==> config.mk <==
export PLATFORM = sky130hd
export DESIGN_NAME = berger_scrub_ctrl
export DESIGN_NICKNAME = d
export VERILOG_FILES = /design/src/rtl/berger_scrub_ctrl.sv
export SDC_FILE = /design/constraint.sdc
export NUM_CORES = 1
export LEC_CHECK = 0
export CORE_UTILIZATION = 41
export DETAILED_ROUTE_END_ITERATION = 8
export PLACE_DENSITY = 0.78
export RECOVER_POWER = 100
export SLEW_MARGIN = 10
export SYNTH_ARGS = -nofsm -noshare
export SYNTH_HDL_FRONTEND = slang
export SYNTH_SLANG_ARGS = --single-unit
==> constraint.sdc <==
create_clock -name clk -period 2.35 [get_ports clk]
set_clock_uncertainty 0.2 [all_clocks]
set_input_delay 0.47 -clock clk [delete_from_list [all_inputs] [get_ports clk]]
set_output_delay 0.47 -clock clk [all_outputs]
set_load 0.02 [all_outputs]
==> src/rtl/berger_scrub_ctrl.sv <==
// rtl/berger_scrub_ctrl.sv - Berger memory scrub sequencer and error logger
// Walks every address, logs failing words, and passes host writes through with priority.
module berger_scrub_ctrl #(
  parameter int ADDR_W = 4,
  parameter int DATA_W = 8,
  parameter int RD_LAT = 1
) (
  input  logic                 clk,
  input  logic                 rst,
  input  logic                 start,
  input  logic                 host_wr_en,
  input  logic [ADDR_W-1:0]    host_addr,
  input  logic [DATA_W-1:0]    host_data,
  output logic                 mem_wr_en,
  output logic [ADDR_W-1:0]    mem_addr,
  output logic [DATA_W-1:0]    mem_data,
  input  logic [DATA_W-1:0]    mem_rd_data,
  input  logic                 mem_err,
  output logic                 busy,
  output logic                 done,
  output logic [ADDR_W:0]      err_count,
  output logic [2**ADDR_W-1:0] err_map,
  output logic [ADDR_W-1:0]    first_err_addr,
  output logic                 first_err_valid
);

  localparam logic [ADDR_W-1:0] LAST_ADDR = {ADDR_W{1'b1}};

  typedef enum logic [1:0] {
    IDLE  = 2'd0,
    SCAN  = 2'd1,
    DRAIN = 2'd2,
    DONE  = 2'd3
  } state_t;

  state_t              state;
  state_t              next_state;
  logic [ADDR_W-1:0]   scan_cnt;
  logic [3:0]          drain_cnt;
  logic                drain_last;
  logic                issue;
  logic                scan_entry;
  logic                cap_valid;
  logic [ADDR_W-1:0]   cap_addr;

  // Read data only feeds the host read path outside this block.
  logic unused_rd_data;
  assign unused_rd_data = ^mem_rd_data;

  // A host write steals the memory port, so the scan issues nothing that cycle.
  assign issue      = (state == SCAN) && !host_wr_en;
  assign scan_entry = (state == IDLE) && (next_state == SCAN);
  assign drain_last = (drain_cnt == 4'(RD_LAT - 1));

  always_comb begin
    next_state = state;
    case (state)
      IDLE:    if (start) next_state = SCAN;
      SCAN:    if (issue && (scan_cnt == LAST_ADDR))
                 next_state = (RD_LAT == 0) ? DONE : DRAIN;
      DRAIN:   if (drain_last) next_state = DONE;
      DONE:    next_state = IDLE;
      default: next_state = IDLE;
    endcase
  end

  always_comb begin
    mem_wr_en = host_wr_en;
    mem_data  = host_data;
    mem_addr  = host_addr;
    if (!host_wr_en && (state == SCAN)) mem_addr = scan_cnt;
  end

  generate
    if (RD_LAT == 0) begin : g_lat0
      assign cap_valid = issue;
      assign cap_addr  = scan_cnt;
    end else begin : g_pipe
      logic [RD_LAT-1:0] pipe_valid;
      logic [ADDR_W-1:0] pipe_addr [RD_LAT];

      always_ff @(posedge clk or posedge rst) begin
        if (rst) begin
          for (int i = 0; i < RD_LAT; i++) begin
            pipe_valid[i] <= 1'b0;
            pipe_addr[i]  <= '0;
          end
        end else begin
          pipe_valid[0] <= issue;
          pipe_addr[0]  <= scan_cnt;
          for (int i = 1; i < RD_LAT; i++) begin
            pipe_valid[i] <= pipe_valid[i-1];
            pipe_addr[i]  <= pipe_addr[i-1];
          end
        end
      end

      assign cap_valid = pipe_valid[RD_LAT-1];
      assign cap_addr  = pipe_addr[RD_LAT-1];
    end
  endgenerate

  always_ff @(posedge clk or posedge rst) begin
    if (rst) begin
      state     <= IDLE;
      scan_cnt  <= '0;
      drain_cnt <= '0;
      busy      <= 1'b0;
      done      <= 1'b0;
    end else begin
      state <= next_state;
      busy  <= (next_state == SCAN) || (next_state == DRAIN);
      done  <= (next_state == DONE);
      if (scan_entry)
        scan_cnt <= '0;
      else if (issue)
        scan_cnt <= scan_cnt + 1'b1;
      if (state == DRAIN)
        drain_cnt <= drain_cnt + 1'b1;
      else
        drain_cnt <= '0;
    end
  end

  always_ff @(posedge clk or posedge rst) begin
    if (rst) begin
      err_count       <= '0;
      err_map         <= '0;
      first_err_addr  <= '0;
      first_err_valid <= 1'b0;
    end else if (scan_entry) begin
      err_count       <= '0;
      err_map         <= '0;
      first_err_addr  <= '0;
      first_err_valid <= 1'b0;
    end else if (cap_valid && mem_err) begin
      err_map[cap_addr] <= 1'b1;
      err_count         <= err_count + 1'b1;
      if (!first_err_valid) begin
        first_err_addr  <= cap_addr;
        first_err_valid <= 1'b1;
      end
    end
  end

endmodule
==> results of run 1 <==
final cells by class:
class,instances,area (sq um),share of cell area
flip-flops and latches,43,1080,0.435
inverters,8,30.0,0.0122
clock inverters,2,12.5,0.00506
clock buffers,6,72.6,0.0294
multi-input cells,110,738,0.299
well taps,52,65.1,0.0263
repair buffers,54,477,0.193
worst max-delay path by stage:
stage | from | endpoint | slack (ns) | cells after the start
finish | state[0] | scan_cnt[3] | 0.12 | 7
global route | drain_cnt[0] | scan_cnt[3] | -0.01 | 9
CTS | drain_cnt[0] | scan_cnt[3] | 0.07 | 9
detailed placement | host_wr_en | mem_addr[3] | -0.43 | 5
global placement | host_wr_en | mem_addr[3] | -0.40 | 5
floorplan | scan_cnt[0] | err_map[0] | 0.07 | 8
what timing repair did:
item / CTS / global route
endpoints found under the setup margin: 6 / 19
resized for setup: 17 / 3
hold endpoints to repair: 0 / 0
gates cloned: 0 / 0
pin swaps: 0 / 2
per-layer routing:
| layer | share of wire | wire, um | vias up |
|---|---|---|---|
| li1 | - | - | 683 |
| met1 | 0.45 | 1630 | 642 |
| met2 | 0.48 | 1730 | 43 |
| met3 | 0.063 | 228 | 6 |
| met4 | 0.013 | 48 | 0 |
| met5 | 0 | 0 | - |
flip-flops by register name, indices dropped and copies added (netlist names):
signal	flops
scan_cnt	4
err_count	5
drain_cnt	4
err_map	16
first_err_valid	1
busy	1
cap_valid	1
first_err_addr	4
cap_addr	4
done	1
state	2
critical path: cells and delay by family (launching register included):
kind	cells	cell delay [ns]
compound gates	1	0.17
fa+ha+maj	1	0.23
buf+inv	1	0.28
flops	1	0.34
mux	1	0.07
simple gates	3	0.82
where the power goes:
part | internal [mW] | switching (mW) | total, mW
Combinational | 0.533 | 0.575 | 1.11
Sequential | 0.964 | 0.222 | 1.19
Clock | 0.208 | 0.255 | 0.463
per-stage QoR:
step | area (sq um) | worst slack [ns] | hold WS, ns | TNS (ns)
5_1_grt | 2470 | -0.0141 | 0.317 | -0.0141
2_1_floorplan | 1950 | 0.0720 | 0.220 | 0
6_report | 2470 | 0.116 | 0.290 | 0
4_1_cts | 2470 | 0.0715 | 0.290 | 0
3_5_place_dp | 2410 | -0.431 | 0.272 | -7.96
3_3_place_gp | 2410 | -0.395 | 0.278 | -7.33
kinds of logic after synthesis:
logic type,share of synthesized area
simple gates,0.173
flops,0.552
compound gates,0.0764
buf+inv,0.0726
mux,0.0642
fa+ha+maj,0.0385
xor+xnor,0.0225
synth_stat cells, drive strengths merged (2+ instances only):
cell	count	area, sq um
dfrtp	43	1080
nor2	31	116
buf	15	104
a21oi	12	60.1
a31oi	8	50.1
inv	8	30.0
mux2i	8	80.1
ha	6	75.1
nand3	6	30.0
nand2	5	18.8
o21ai	5	25.0
mux2	4	45.0
and4b	3	30.0
nor3b	3	38.8
xor2	3	26.3
and3	2	12.5
clkbuf	2	7.51
nor2b	2	12.5
or3	2	12.5
xnor2	2	17.5
==> qor.csv, run 1 <==
stage,metric,value,unit
die,Initial Util,0.435,
setup_path,worst reg2reg endpoint,scan_cnt[3],
sta,Final Max Slew Viols,0,
pwr,Peak VDD IR,0.000536,V
synthesis,Mapped Nets,209,
detailed_routing,DR pass1 iterations,8,
layout,layout cells sized above 1,0.143,
sta,FMAX,0.448,GHz
min_path,HP Class,reg2reg,
synthesis,Mean Syn Cell Area,10.9,sq um
clock_tree,Worst-path clk slew,0.08,ns
grt,first-pass GRT wire length,6380,um
die,core region area,4470,sq um
die,Die X,70.9,um
synthesis,sequential element share of the synthesized area,0.552,
layout,nets,253,
synthesis,Synth Cell Area,1950,sq um
setup_path,CP max FO,6,
clock_tree,CTS Sinks,43,
synthesis,Post-synth EDFFs,0,
layout,"commonest non-fill, non-tap cell in the layout",dfrtp_1,
die,placement row count,24,
grt,gr ovfl total,0,
placement,gpl congestion,0.804,
pwr,Power Total,2.76,mW
setup_path,CP Launch Type,flip-flop,
clock_tree,Clock Tree Buf Depth,2,
pwr,pwr/cell area,1120,nW/um^2
grt,met1 Use GR,0.208,
setup_path,CP max-delay cell,or3b_2,
layout,final cell count without fillers,275,
min_path,HP Start,scan_cnt[3],
grt,largest net degree at the start of global routing,44,
setup_path,Worst Path Required,2.32,ns
synthesis,Mapped Cells,178,
clock_tree,hold buffer count at cts,0,
clock_tree,Root Driver,clkbuf_8,
setup_path,worst r2r path cells,7,
setup_path,Worst R2R Setup Slack,0.12,ns
detailed_routing,post-DR wirelength/cell,13.2,um
setup_path,Critical R2R Launch,state[0],
setup_path,CP Capture Type,flip-flop,
layout,most frequent cells in the layout,"dfrtp_1, clkdlybuf4s50_1, nor2_1",
clock_tree,CTS tree,built,
sta,"Hold Vio Cnt, Final",0,
status,run status,"complete, no violations",
synthesis,Yosys cell types,32,
clock_tree,postcts setup bufs,0,
synthesis,Ys Warns,0,
grt,GRT Max-Usage Layer,met2,
placement,Port Buffer Count,41,
grt,grt met2 use,0.264,
min_path,WHS Path Cells,0,
setup_path,critical path class,reg2reg,
sta,Final Setup Violations,0,
layout,Ant. Diodes,0,
grt,met3 usage,0.0655,
placement,dpl cells,267,
run,Max Cap Viol,0,
setup_path,Worst Path Arrival,2.21,ns
detailed_routing,Via Count,1374,
min_path,WHS Endpoint,cap_addr[3],
clock_tree,CTS H-tree lvls,2,
clock_tree,clk_lat worst skew,0.30,ns
synthesis,Seq cells post-synth,43,
synthesis,Main synth FF type,dfrtp_1,
sta,min Tclk post-route,2.23,ns
pwr,Pleak,1.17,nW
synthesis,Post-synth ARST share,1.00,
detailed_routing,Vias/cell,5.00,
clock_tree,total CTS buffers,5,
grt,initial antenna violation count,0,
grt,vias in the first global route,1381,
placement,Post-DP HPWL,2530,um
setup_path,"slowest stage delay, CP",0.45,ns
detailed_routing,WL final,3640,um
detailed_routing,drt initial violations,114,
sta,Least-Margin Pin Slew,1.03,ns
sta,Max-slew headroom,0.314,
die,Die ar.,5030,sq um
die,IO Count,66,
sta,final worst-path cycle share,0.951,
layout,Final Core Density,0.552,
layout,area grow syn2layout,26.8,%
die,Die Height,70.9,um
layout,Filler Cell Count,411,
setup_path,CP cell instances,clkbuf_1 > or2b_1 > o22ai_1 > ha_2 > or3b_2 > nand2_1 > mux2i_1,
detailed_routing,Residual DRC,0,
detailed_routing,Routed Antenna Nets,0,
grt,Total GRT Usage,0.166,
Power figures use the tool's default switching activity.
==> run 2, diff against run 1 <==
--- a/config.mk
+++ b/config.mk
@@ -5,9 +5,10 @@
 export SDC_FILE = /design/constraint.sdc
 export NUM_CORES = 1
 export LEC_CHECK = 0
-export CORE_UTILIZATION = 41
+export CORE_UTILIZATION = 47
 export DETAILED_ROUTE_END_ITERATION = 8
-export PLACE_DENSITY = 0.78
+export DONT_BUFFER_PORTS = 1
+export PLACE_DENSITY = 0.64
 export RECOVER_POWER = 100
 export SLEW_MARGIN = 10
 export SYNTH_ARGS = -nofsm -noshare
==> constraint.sdc (replaced) <==
create_clock -name clk -period 2.2 [get_ports clk]
set_clock_uncertainty 0.2 [all_clocks]
set_input_delay 0.44 -clock clk [delete_from_list [all_inputs] [get_ports clk]]
set_output_delay 0.44 -clock clk [all_outputs]
set_load 0.02 [all_outputs]
==> run 2 against run 1 <==
Register-to-register slack worse by 0.07 ns. Die area decreased by 12%. Setup slack worse by 0.073 ns. Fmax is 3.6% higher. Wire length is 4.4% higher. Core utilization down 2.1 points. Design area down 14%. Global-route usage rose by 2.2 points. Sequential share of layout area increased by 7.3 points. Total power is 4.7% lower.
==> qor.csv, run 2 (synthesized netlist as in run 1, its figures left out) <==
stage,metric,value,unit,change
die,Die X,66.4,um,was 70.9 um
layout,Ant. Diodes,0,,unchanged
grt,met1 Use GR,0.244,,was 0.208
sta,Final Max Slew Viols,0,,unchanged
grt,GRT Max-Usage Layer,met2,,unchanged
layout,most frequent cells in the layout,"dfrtp_1, nor2_1, a21oi_1",,"was dfrtp_1, clkdlybuf4s50_1, nor2_1"
clock_tree,CTS tree,built,,unchanged
min_path,HP Class,in2reg,,was reg2reg
placement,gpl congestion,0.805,,was 0.804
min_path,HP Start,mem_err,,was scan_cnt[3]
setup_path,CP Launch Type,flip-flop,,unchanged
grt,first-pass GRT wire length,6070,um,was 6380 um
placement,Post-DP HPWL,2490,um,was 2530 um
setup_path,Worst Path Arrival,2.13,ns,was 2.21 ns
clock_tree,Root Driver,clkbuf_8,,unchanged
setup_path,CP max FO,3,,was 6
pwr,Peak VDD IR,0.000531,V,was 0.000536 V
pwr,pwr/cell area,1240,nW/um^2,was 1120 nW/um^2
die,placement row count,23,,was 24
grt,met3 usage,0.0828,,was 0.0655
detailed_routing,Via Count,1323,,"was 1,374"
setup_path,worst reg2reg endpoint,scan_cnt[3],,unchanged
clock_tree,CTS H-tree lvls,2,,unchanged
layout,Regs by FF count,"err_map: 16 flops, err_count: 5 flops",,unchanged
die,Initial Util,0.487,,was 0.435
setup_path,Worst Path Required,2.18,ns,was 2.32 ns
sta,min Tclk post-route,2.16,ns,was 2.23 ns
setup_path,CP Capture Type,flip-flop,,unchanged
setup_path,critical path class,reg2reg,,unchanged
placement,dpl ws,-0.120,ns,was -0.431 ns
pwr,Pleak,1.02,nW,was 1.17 nW
die,Die Height,66.4,um,was 70.9 um
sta,RSZ-0062 raised after global routing,yes,,
status,run status,"complete, no violations",,unchanged
clock_tree,Clock Tree Buf Depth,2,,unchanged
clock_tree,clk_lat worst skew,0.29,ns,was 0.30 ns
grt,largest net degree at the start of global routing,44,,unchanged
detailed_routing,DR pass1 iterations,4,,was 8
setup_path,Critical R2R Launch,drain_cnt[1],,was state[0]
min_path,WHS Path Cells,2,,was 0
sta,FMAX,0.464,GHz,was 0.448 GHz
layout,flip-flop count of the largest register after layout,16,,unchanged
clock_tree,Worst-path clk slew,0.08,ns,about the same
grt,vias in the first global route,1260,,"was 1,381"
grt,gr ovfl total,0,,unchanged
placement,Port Buffer Count,0,,was 41
sta,Setup TNS Final,0,ns,unchanged
die,IO Count,66,,unchanged
clock_tree,CTS Sinks,43,,unchanged
setup_path,worst r2r path cells,9,,was 7
grt,Total GRT Usage,0.188,,was 0.166
layout,Filler Cell Count,361,,was 411
min_path,WHS Endpoint,err_count[1],,was cap_addr[3]
setup_path,Worst R2R Setup Slack,0.04,ns,was 0.12 ns
layout,layout cells sized above 1,0.187,,was 0.143
die,core region area,4000,sq um,was 4470 sq um
sta,final worst-path cycle share,0.981,,was 0.951
sta,Final WS setup,0.0426,ns,was 0.116 ns
sta,"Hold Vio Cnt, Final",0,,unchanged
run,Max Cap Viol,0,,unchanged
setup_path,crit path from,drain_cnt[1],,was state[0]
layout,area grow syn2layout,8.99,%,was 26.8%
die,Die ar.,4410,sq um,was 5030 sq um
sta,Max-slew headroom,0.645,,was 0.314
grt,grt met2 use,0.268,,was 0.264
layout,Reg with most FFs,err_map,,unchanged
pwr,Power Total,2.63,mW,was 2.76 mW
layout,nets,212,,was 253
grt,initial antenna violation count,0,,unchanged
clock_tree,total CTS buffers,5,,unchanged
detailed_routing,Residual DRC,0,,unchanged
detailed_routing,drt initial violations,98,,was 114
detailed_routing,Routed Antenna Nets,0,,unchanged
layout,Multi-input gate area,762,sq um,was 738 sq um
layout,FF+latch area,1080,sq um,about the same
detailed_routing,post-DR wirelength/cell,16.4,um,was 13.2 um
sta,Final Setup Violations,0,,unchanged
detailed_routing,WL final,3800,um,was 3640 um
sta,Least-Margin Pin Slew,0.532,ns,was 1.03 ns
layout,"commonest non-fill, non-tap cell in the layout",dfrtp_1,,unchanged
detailed_routing,Vias/cell,5.70,,was 5.00
## run 2: cell count changes in the layout (fill, tap and decap cells not counted), sizes merged
cell,change
clkdlybuf4s50,-35
clkbuf,-4
dlygate4sd2,-1
buf,-1
## run 2: metrics by stage
step | utilization | area, sq um | instances | hold WS, ns
floorplan | - | 1970 | 178 | 0.220
global placement | 0.493 | 1970 | 218 | 0.257
detailed placement | 0.493 | 1970 | 218 | 0.269
CTS | 0.525 | 2100 | 230 | 0.0964
global route | 0.531 | 2120 | 232 | 0.110
finish | 0.531 | 2120 | 232 | 0.102
## run 2: worst max-delay path: stages, from the launching register on
cell	delay, ns
dfrtp_1	0.39
inv_1	0.08
ha_2	0.17
nor3b_4	0.19
mux2i_1	0.11
o22ai_2	0.17
ha_2	0.23
or3b_4	0.38
nand2_2	0.06
mux2i_1	0.06
## run 2: per-layer routing
layer	routed length [um]	up-vias	part of all wire
li1	-	601	-
met1	1660	648	0.44
met2	1750	61	0.46
met3	311	13	0.082
met4	82	0	0.022
met5	0	-	0
## run 2: how the worst max path moves through the flow
| stage | end |
|---|---|
| 2_1_floorplan | err_map[10] |
| 3_3_place_gp | scan_cnt[3] |
| 3_5_place_dp | scan_cnt[3] |
| 4_1_cts | scan_cnt[3] |
| 5_1_grt | scan_cnt[3] |
| 6_report | scan_cnt[3] |
## run 2: cell type report
cell class,instances,area share
sequential,43,0.508
multi-input combinational,110,0.359
timing repair buffer,13,0.0495
clock buffer,6,0.0342
tap,50,0.0295
inverter,8,0.0141
clock inverter,2,0.00589
## run 2: repair_timing
item | in CTS | in global routing
setup buffers | 3 | 2
endpoints found under the setup margin | 33 | 33
gates resized for setup | 4 | 5
pin swaps | 1 | 4
hold endpoints to repair | 43 | 0
hold buffers | 1 | 0
## run 2: report_power, final
part | switching (mW) | internal (mW)
logic | 0.342 | 0.281
clock network | 0.275 | 0.222
registers | 0.478 | 1.03
